File: config.mk
export PLATFORM = sky130hd
export DESIGN_NAME = conv_lane_sched
export DESIGN_NICKNAME = d
export VERILOG_FILES = /design/src/rtl/conv_lane_sched_pkg.sv /design/src/rtl/conv_lane_sched_load_ctr.sv /design/src/rtl/conv_lane_sched.sv
export SDC_FILE = /design/constraint.sdc
export NUM_CORES = 1
export LEC_CHECK = 0
export ABC_AREA = 1
export BUFFER_PORTS_ARGS = -buffer_cell sky130_fd_sc_hd__buf_2
export CAP_MARGIN = 15
export CORE_UTILIZATION = 61
export CTS_CLUSTER_DIAMETER = 60
export DETAILED_ROUTE_END_ITERATION = 10
export GPL_ROUTABILITY_DRIVEN = 0
export MAX_ROUTING_LAYER = met4
export PLACE_DENSITY = 0.86
export SYNTH_ARGS = -nofsm -noshare
export SYNTH_HDL_FRONTEND = slang
export SYNTH_HIERARCHICAL = 1
export SYNTH_SLANG_ARGS = --single-unit
export TNS_END_PERCENT = 20
File: constraint.sdc
create_clock -name clk -period 4 [get_ports clk]
set_input_delay 0.4 -clock clk [delete_from_list [all_inputs] [get_ports clk]]
set_output_delay 0.4 -clock clk [all_outputs]
set_load 0.03 [all_outputs]
File: src/rtl/conv_lane_sched_pkg.sv
// Shared types, default geometry and width helpers for the convolution lane sequencer.
package conv_lane_sched_pkg;

  localparam int DEF_SIZE_X  = 112;
  localparam int DEF_SIZE_F  = 49;
  localparam int DEF_LANES   = 12;
  localparam int DEF_MAC_LAT = 2;

  localparam int Y_LEN      = DEF_SIZE_X - DEF_SIZE_F + 1;
  localparam int NUM_GROUPS = (Y_LEN + DEF_LANES - 1) / DEF_LANES;

  typedef enum logic [2:0] {
    LOAD  = 3'd0,
    CLEAR = 3'd1,
    MAC   = 3'd2,
    FLUSH = 3'd3,
    DRAIN = 3'd4
  } state_t;

  // Address width for n words; never narrower than one bit.
  function automatic int addr_w(input int n);
    return (n <= 2) ? 1 : $clog2(n);
  endfunction

  function automatic int y_len_of(input int size_x, input int size_f);
    return size_x - size_f + 1;
  endfunction

  function automatic int groups_of(input int y_len, input int lanes);
    return (y_len + lanes - 1) / lanes;
  endfunction

endpackage

File: src/rtl/conv_lane_sched_load_ctr.sv
// Registered-ready loader: counts accepted words, drops ready on the last accept,
// and re-arms one edge after restart while the sequencer sits in LOAD.
module conv_lane_sched_load_ctr
  import conv_lane_sched_pkg::*;
#(
  parameter int N  = DEF_SIZE_X,
  parameter int AW = addr_w(DEF_SIZE_X)
) (
  input  logic          clk,
  input  logic          reset,
  input  logic          arm,
  input  logic          restart,
  input  logic          valid,
  output logic          ready,
  output logic          wr_en,
  output logic [AW-1:0] wr_addr,
  output logic          loaded,
  output logic          fin
);

  localparam logic [AW-1:0] LAST = AW'(N - 1);

  logic [AW-1:0] cnt;

  assign wr_en   = valid & ready;
  assign fin     = wr_en & (cnt == LAST);
  assign wr_addr = cnt;

  always_ff @(posedge clk or negedge reset) begin
    if (!reset) begin
      ready  <= 1'b0;
      cnt    <= '0;
      loaded <= 1'b0;
    end else if (restart) begin
      ready  <= 1'b0;
      cnt    <= '0;
      loaded <= 1'b0;
    end else if (fin) begin
      // address holds at the last word; nothing is written until restart
      ready  <= 1'b0;
      loaded <= 1'b1;
    end else if (wr_en) begin
      cnt <= cnt + AW'(1);
    end else if (arm && !loaded) begin
      ready <= 1'b1;
    end
  end

endmodule

File: src/rtl/conv_lane_sched.sv
// Control sequencer for the lane-parallel convolution datapath; no data passes through.
//   state | meaning
//   LOAD  | accept x and f words into memory
//   CLEAR | clear lane accumulators for group g
//   MAC   | walk k over f, x base g+k
//   FLUSH | wait MAC_LAT cycles for lane outputs to settle
//   DRAIN | hand out lanes 0..n-1 under y_ready backpressure
module conv_lane_sched
  import conv_lane_sched_pkg::*;
#(
  parameter  int SIZE_X  = DEF_SIZE_X,
  parameter  int SIZE_F  = DEF_SIZE_F,
  parameter  int LANES   = DEF_LANES,
  parameter  int MAC_LAT = DEF_MAC_LAT,
  localparam int XAW     = addr_w(SIZE_X),
  localparam int FAW     = addr_w(SIZE_F),
  localparam int SW      = addr_w(LANES)
) (
  input  logic           clk,
  input  logic           reset,
  input  logic           x_valid,
  output logic           x_ready,
  input  logic           f_valid,
  output logic           f_ready,
  output logic           wr_en_x,
  output logic [XAW-1:0] wr_addr_x,
  output logic           wr_en_f,
  output logic [FAW-1:0] wr_addr_f,
  output logic [XAW:0]   rd_addr_x_base,
  output logic [FAW-1:0] rd_addr_f,
  output logic           clear_acc,
  output logic           en_acc,
  output logic [SW-1:0]  y_sel,
  output logic           y_valid,
  input  logic           y_ready,
  output logic           frame_done
);

  localparam int GW  = XAW + 1;
  localparam int YL  = y_len_of(SIZE_X, SIZE_F);
  localparam int FLW = addr_w(MAC_LAT + 1);

  localparam logic [FAW-1:0] K_LAST  = FAW'(SIZE_F - 1);
  localparam logic [GW-1:0]  G_Y     = GW'(YL);
  localparam logic [GW-1:0]  G_STEP  = GW'(LANES);
  localparam logic [SW-1:0]  J_FULL  = SW'(LANES - 1);
  localparam logic [FLW-1:0] FL_INIT = FLW'((MAC_LAT > 0) ? MAC_LAT - 1 : 0);

  state_t         state, state_nx;
  logic [FAW-1:0] k;
  logic [GW-1:0]  g;
  logic [GW-1:0]  remaining;
  logic [SW-1:0]  j;
  logic [SW-1:0]  j_last;
  logic [FLW-1:0] flush_tmr;
  logic           arm;
  logic           x_loaded, x_fin;
  logic           f_loaded, f_fin;
  logic           y_hs, grp_end, frame_end;

  assign arm = (state == LOAD);

  conv_lane_sched_load_ctr #(.N(SIZE_X), .AW(XAW)) u_load_x (
    .clk     (clk),
    .reset   (reset),
    .arm     (arm),
    .restart (frame_end),
    .valid   (x_valid),
    .ready   (x_ready),
    .wr_en   (wr_en_x),
    .wr_addr (wr_addr_x),
    .loaded  (x_loaded),
    .fin     (x_fin)
  );

  conv_lane_sched_load_ctr #(.N(SIZE_F), .AW(FAW)) u_load_f (
    .clk     (clk),
    .reset   (reset),
    .arm     (arm),
    .restart (frame_end),
    .valid   (f_valid),
    .ready   (f_ready),
    .wr_en   (wr_en_f),
    .wr_addr (wr_addr_f),
    .loaded  (f_loaded),
    .fin     (f_fin)
  );

  // The last group may be partial: n = min(LANES, Y-g).
  always_comb begin
    remaining = G_Y - g;
    j_last    = (remaining >= G_STEP) ? J_FULL : SW'(remaining - GW'(1));
  end

  assign y_hs      = (state == DRAIN) & y_ready;
  assign grp_end   = y_hs & (j == j_last);
  assign frame_end = grp_end & ((g + G_STEP) >= G_Y);

  always_comb begin
    state_nx = state;
    unique case (state)
      LOAD: begin
        if ((x_loaded || x_fin) && (f_loaded || f_fin)) state_nx = CLEAR;
      end
      CLEAR: state_nx = MAC;
      MAC: begin
        if (k == K_LAST) state_nx = (MAC_LAT == 0) ? DRAIN : FLUSH;
      end
      FLUSH: begin
        if (flush_tmr == '0) state_nx = DRAIN;
      end
      DRAIN: begin
        if (grp_end) state_nx = frame_end ? LOAD : CLEAR;
      end
      default: state_nx = LOAD;
    endcase
  end

  always_ff @(posedge clk or negedge reset) begin
    if (!reset) begin
      state      <= LOAD;
      k          <= '0;
      g          <= '0;
      j          <= '0;
      flush_tmr  <= '0;
      en_acc     <= 1'b0;
      frame_done <= 1'b0;
    end else begin
      state      <= state_nx;
      en_acc     <= (state == MAC);
      frame_done <= frame_end;
      unique case (state)
        LOAD: begin
          k <= '0;
          g <= '0;
          j <= '0;
        end
        CLEAR: k <= '0;
        MAC: begin
          if (k == K_LAST) begin
            k         <= '0;
            flush_tmr <= FL_INIT;
          end else begin
            k <= k + FAW'(1);
          end
        end
        FLUSH: begin
          if (flush_tmr != '0) flush_tmr <= flush_tmr - FLW'(1);
        end
        DRAIN: begin
          if (y_hs) begin
            if (j == j_last) begin
              j <= '0;
              g <= frame_end ? '0 : g + G_STEP;
            end else begin
              j <= j + SW'(1);
            end
          end
        end
        default: ;
      endcase
    end
  end

  assign clear_acc      = (state == CLEAR);
  assign y_valid        = (state == DRAIN);
  assign y_sel          = j;
  assign rd_addr_f      = k;
  assign rd_addr_x_base = g + GW'(k);

endmodule

* Word level (Yosys, flattened, before mapping) *
Cells that the tools add are included.

storage, ports and cells
  bits of input ports = 5
  flip-flop bits (word level) = 42
  logic and storage cells = 115

operators by class
  add/sub/neg operators = 9
  reduce and logical (&&, ||, !) cells = 28
  bitwise logic cells = 7
  multiplexer cells = 37
  eq/ne operators = 19
  magnitude comparators = 2

operator list
  cell                                                    count
  two-way mux 6 bit                                       4
  two-way mux 8 bit                                       3
  two-way mux 7 bit                                       3
  case mux 8 bit (2 select lines)                         1
  nonzero test 2 bit                                      8
  case mux 3 bit (5 select lines)                         1
  two-way mux 1 bit                                       13
  adder 6 x 1 -> 6 bit (second input constant)            2
  equality test 6 bit (second input constant)             2
  two-way mux 3 bit                                       4
  two-way mux 4 bit                                       3
  case mux 6 bit (2 select lines)                         1
  inequality test 2 x 1 -> 1 bit (second input constant)  5
  AND reduction 2 bit                                     5
  adder 8 x 4 -> 8 bit (second input constant)            1
  adder 8 x 6 -> 8 bit                                    1
  >= comparator 8 x 4 -> 1 bit (second input constant)    1
  >= comparator 8 x 7 -> 1 bit (second input constant)    1
  inequality test 2 bit (second input constant)           4
  case mux 4 bit (2 select lines)                         1
  subtractor 7 x 8 -> 8 bit (first input constant)        1
  adder 7 x 1 -> 7 bit (second input constant)            1
  AND 1 bit                                               7
  equality test 7 bit (second input constant)             1
  19 further kinds                                        28

* Logic depth before layout (Yosys ltp) *
  word-level depth = 10
  gate-level depth with buffers = 19
  depth with buffers taken out = 19

* By module *
Netlist, hierarchy kept.

by module, submodules not included
  module                               cells an instance  times used  sequential area each (um^2)  area each (um^2)
  conv_lane_sched                      204                1           575.6                        1572.8
  conv_lane_sched_load_ctr (u_load_x)  75                 1           225.2                        556.8
  conv_lane_sched_load_ctr (u_load_f)  67                 1           200.2                        478.0

* Worst setup path after synthesis *
No wires, ideal clock.

  path type = register to output
  start point = register k[3], in the netlist rd_addr_f[3]
  end point = output rd_addr_x_base[7]
  arrival time = 1.997 ns
  stages on the path, launching flop included = 8
  setup slack = 1.603 ns
  cell sequence = dfrtp_1 ha_1 a21oi_1 inv_1 a21oi_1 o21bai_1 nand2_1 xor2_1

on the way
  longest elaborated chain between the ends = 1

ends and longest elaborated chain
  element                 RTL line                source
  start, declared         conv_lane_sched.sv:50   logic [FAW-1:0] k;
  start signal, assigned  conv_lane_sched.sv:144  k <= k + FAW'(1);
  adder 8 x 6 -> 8 bit    conv_lane_sched.sv:169  assign rd_addr_x_base = g + GW'(k);
  end, declared           conv_lane_sched.sv:29   output logic [XAW:0] rd_addr_x_base,

No other way between the ends.

* Final worst setup path *
  start point = register g[2]
  end point = register u_load_x.cnt[4], in the netlist u_load_x/wr_addr[4]

on the way
  longest elaborated chain between the ends = 8
  elaborated cells on any way between the ends = 13

ends and longest elaborated chain
  element                                                                         RTL line                        source
  start, declared                                                                 conv_lane_sched.sv:51           logic [GW-1:0] g;
  start signal, assigned                                                          conv_lane_sched.sv:154          g <= frame_end ? '0 : g + G_STEP;
  subtractor 7 x 8 -> 8 bit                                                       conv_lane_sched.sv:91           remaining = G_Y - g;
  >= comparator 8 x 4 -> 1 bit or subtractor 4 x 1 -> 4 bit (tied branches)       conv_lane_sched.sv:92           j_last = (remaining >= G_STEP) ? J_FULL : SW'(remaining - GW'(1));
  two-way mux 4 bit                                                               conv_lane_sched.sv:92
  equality test 4 bit                                                             conv_lane_sched.sv:96           assign grp_end = y_hs & (j == j_last);
  AND 1 bit                                                                       conv_lane_sched.sv:96
  AND 1 bit *                                                                     conv_lane_sched.sv:97           assign frame_end = grp_end & ((g + G_STEP) >= G_Y);
  net frame_end                                                                   conv_lane_sched.sv:59           logic y_hs, grp_end, frame_end;
  inequality test 2 x 1 -> 1 bit (no line) or nonzero test 2 bit (tied branches)  n/a
  AND reduction 2 bit (no line)                                                   n/a
  end signal, assigned                                                            conv_lane_sched_load_ctr.sv:43  cnt <= cnt + AW'(1);
  end, declared                                                                   conv_lane_sched_load_ctr.sv:23  logic [AW-1:0] cnt;

The timed path passes the listed nets; every way through them passes the cells marked *.
A chain may end at the register's enable or synchronous reset.

==> summary.md <==
| Metric | Value |
|---|---|
| Leak Pwr | `between 0.0015 and 0.002 uW` |
| Period utilization | `a little over two thirds` |
| # diodes | `0` |
| Clock Latency Late Sink | `between 200 and 300 ps` |
| Synth Cell Area | `about 0.0026 sq mm` |
| Syn_nets | `roughly 370` |
| Clock skew | `about 6.4 ps` |
| Count of final hold-check violations | `0` |
| Final WL | `~5300 um` |
| Status | `completed` |
| GRT Total Usage | `a little over a quarter` |
| Initial antenna violation count | `0` |
| Pwr/cell area | `roughly 440 mW/mm^2` |
| Synthesis-stage register bit count | `40` |
| Reg area | `0.00100 sq mm` |
| Peak VDD IR | `~0.41 mV` |
| CTS Hold Bufs | `0` |
| Total chip power | `1310 uW` |
| Number of nets in the layout | `a little over 400` |
| Die ar. | `roughly 0.0045 sq mm` |
| Type of the worst setup path | `register to register` |
| CTS buffer count | `5` |
| Arr. time, crit path | `3050 ps` |
| Final setup fails | `0` |
| First-pass iteration count of the detailed router | `4` |
| Die height | `roughly 67 um` |
| Seq/Total Area, Yosys | `a little under two fifths` |
| Detailed-route DRC error count | `0` |
| Adder-cell area share of the yosys netlist | `under 10%` |
| Slew Limit Headroom | `about two fifths` |
| Final worst slack | `1180 ps` |
| CP endpoint kind | `register` |
| Post-synthesis mux area share | `0%` |
| Number of distinct library cells after synthesis | `31` |
| Tightest Pin Transition | `878 ps` |
| Ports | `44` |
| Pins Over Slew Limit | `0` |
| Setup TNS | `0 ps` |
| Post-CTS Setup Inserts | `0` |
| Vias in the first global route | `approximately 2100` |
| Syn_area_per_cell | `approximately 7.5 sq um` |
| Main combinational cell family by area after synthesis | `simple AND/OR/NAND/NOR gates` |
| CTS Buffer Depth | `2` |
| Fill cells | `~310` |
| Synth-to-layout area growth | `14.6%` |
| Clk slew on worst S/H paths | `80 ps` |
| Pin count of the biggest net entering global routing | `between 40 and 50` |
| Fin crit period | `about 2800 ps` |
| Via count | `2337` |
| Detailed Route Iter0 Violations | `between 150 and 200` |
| Startpoint types | `register` |
| Root buf cell | `clkbuf_8` |
| Die outline width | `between 60 and 70 um` |
| CTS resizes | `0` |
| Initial core utilization | `between 60% and 70%` |
| Worst Hold Class | `primary input to async pin` |
| Yosys warnings | `6` |
| Critical Path RT | `between 4000 and 5000 ps` |
| Dpl hpwl | `3950 um` |
| PortBufs | `43` |
| Final antenna-violating net count | `0` |
| Number of cell rows | `23` |
| Multi-input logic area | `between 0.001 and 0.0015 sq mm` |
| Via density | `~5.3` |
| Synth Area in Compound Gates | `under 10%` |
| Crit-path max FO | `10` |
| Cell count after synthesis | `346` |
| CTS tree | `done` |
| CTS H-tree lvls | `2` |
| Max Freq | `about 350 MHz` |
| Pre-CTS setup slack | `1250 ps` |
| Total of max-cap violations | `0` |
| CTS sink cnt | `40` |
| Share of cells above drive strength 1 | `between 20% and 30%` |
| Synth Area in XOR/XNOR | `under 10%` |
| Grt total ovfl | `0` |
| Core Area | `a little over 0.004 sq mm` |
| Unrepaired setup endpoints after global routing | `false` |
| Routed WL per cell | `~12 um` |
| Simple-Gate Fraction of Synth Area | `a little under a third` |
| First-pass GRT wire length | `8900 um` |
==> registers in the layout, summed over array words and instances, names as in the netlist, 2 cells and up <==
| register | flops |
|---|---|
| y_sel | 4 |
| g | 6 |
| rd_addr_f | 6 |
| u_load_f/wr_addr | 6 |
| flush_tmr | 2 |
| u_load_x/wr_addr | 7 |
| state | 3 |
==> worst max-delay path, stage by stage, from the launching register on <==
cell and delay (ps):
dfrtp_1 440, inv_1 140, ha_1 340, ha_1 180
inv_1 50, nand2_1 40, nor2_1 100, nand2_1 90
nor2_4 120, nand4_1 140, nand2_1 120, nor2_2 50
nand3_2 110, inv_1 160, nor2_1 210, inv_1 80
nor2_2 230, nand2_1 100, nand2_1 70
==> final timing paths <==
path,startpoint,to,slack (ps),depth (start not counted)
hold / removal,reset,rd_addr_f[2],220,1
min in group clk,y_ready,y_sel[0],470,3
setup / recovery,g[2],u_load_x/wr_addr[4],1180,18
hold reg to reg,g[7],g[7],500,2
max in group asynchronous,reset,u_load_x/wr_addr[3],3220,1
setup reg to reg,g[2],u_load_x/wr_addr[4],1180,18
==> cell families (layout without fill, tap and decap cells) <==
| family | Yosys count | count (layout) |
|---|---|---|
| AOI/OAI and AO/OA | 38 | 38 |
| adders and majority gates | 14 | 14 |
| DFF | 40 | 40 |
| xor gates and xnor gates | 11 | 11 |
| buffers and inverters | 68 | 115 |
| and+or+nand+nor | 175 | 175 |
==> through the flow <==
stage               std cells  hold WS, ps  util (%)  cell area [sq um]
finish                    443          220      73.6               2990
global route              443          304      73.6               2990
CTS                       443          258      73.6               2990
detailed placement        435          476      70.5               2860
global placement          435          471      70.5               2860
floorplan                 346          104         -               2610
==> where the power goes <==
part	internal (uW)	switching, uW
Combinational	125	275
Sequential	458	92.9
Clock	220	136
==> placed cells by master, fill, tap and decap left out, types with 2 or more instances in the layout <==
cell type | netlist | layout
nor2_4 | 4 | 4
nand4_1 | 8 | 8
buf_2 | 1 | 43
a21oi_1 | 11 | 11
inv_1 | 54 | 54
nand2_2 | 5 | 5
o21ai_0 | 8 | 8
o21bai_1 | 2 | 2
nand3_4 | 2 | 2
inv_2 | 9 | 9
nand3_1 | 25 | 25
nor2_2 | 9 | 9
nor2_1 | 30 | 30
o22ai_1 | 4 | 4
o21ai_1 | 7 | 7
nand3_2 | 3 | 3
dfrtp_1 | 40 | 40
clkbuf_8 | 0 | 7
xor2_1 | 9 | 9
nand2_1 | 78 | 78
ha_1 | 14 | 14
nor3_1 | 11 | 11
xnor2_1 | 2 | 2
==> area by class of cell <==
class                      count  share of cell area [%]
sequential                    40                    33.5
clock buffer                   7                    3.22
clock inverter                 1                    1.01
tap                           50                    2.09
inverter                      64                    8.04
timing repair buffer          43                    7.20
multi-input combinational    238                    44.9
==> Yosys cell counts, drive strengths merged <==
cell,number,area (sq um)
o211ai,1,7.51
o31ai,1,7.51
dfrtp,40,1000
nor2,43,214
buf,3,20.0
o21bai,3,33.8
nand4,8,50.1
clkbuf,1,3.75
a22o,1,8.76
nand2,83,324
ha,14,175
xor2,9,78.8
nor3,11,55.1
nand3,30,190
o21ai,16,91.3
o22ai,4,25.0
clkinv,1,3.75
xnor2,2,17.5
inv,63,236
a21oi,12,63.8
==> layer usage <==
| layer | track usage, % | vias up | routed length (um) |
|---|---|---|---|
| met1 | 30.3 | 1076 | 2290 |
| met4 | 10.9 | 0 | 35 |
| met2 | 46.9 | 67 | 2780 |
| met3 | 5.24 | 4 | 216 |
| met5 | - | - | 0 |
| li1 | - | 1190 | - |
(Power assumes the default switching activity.)
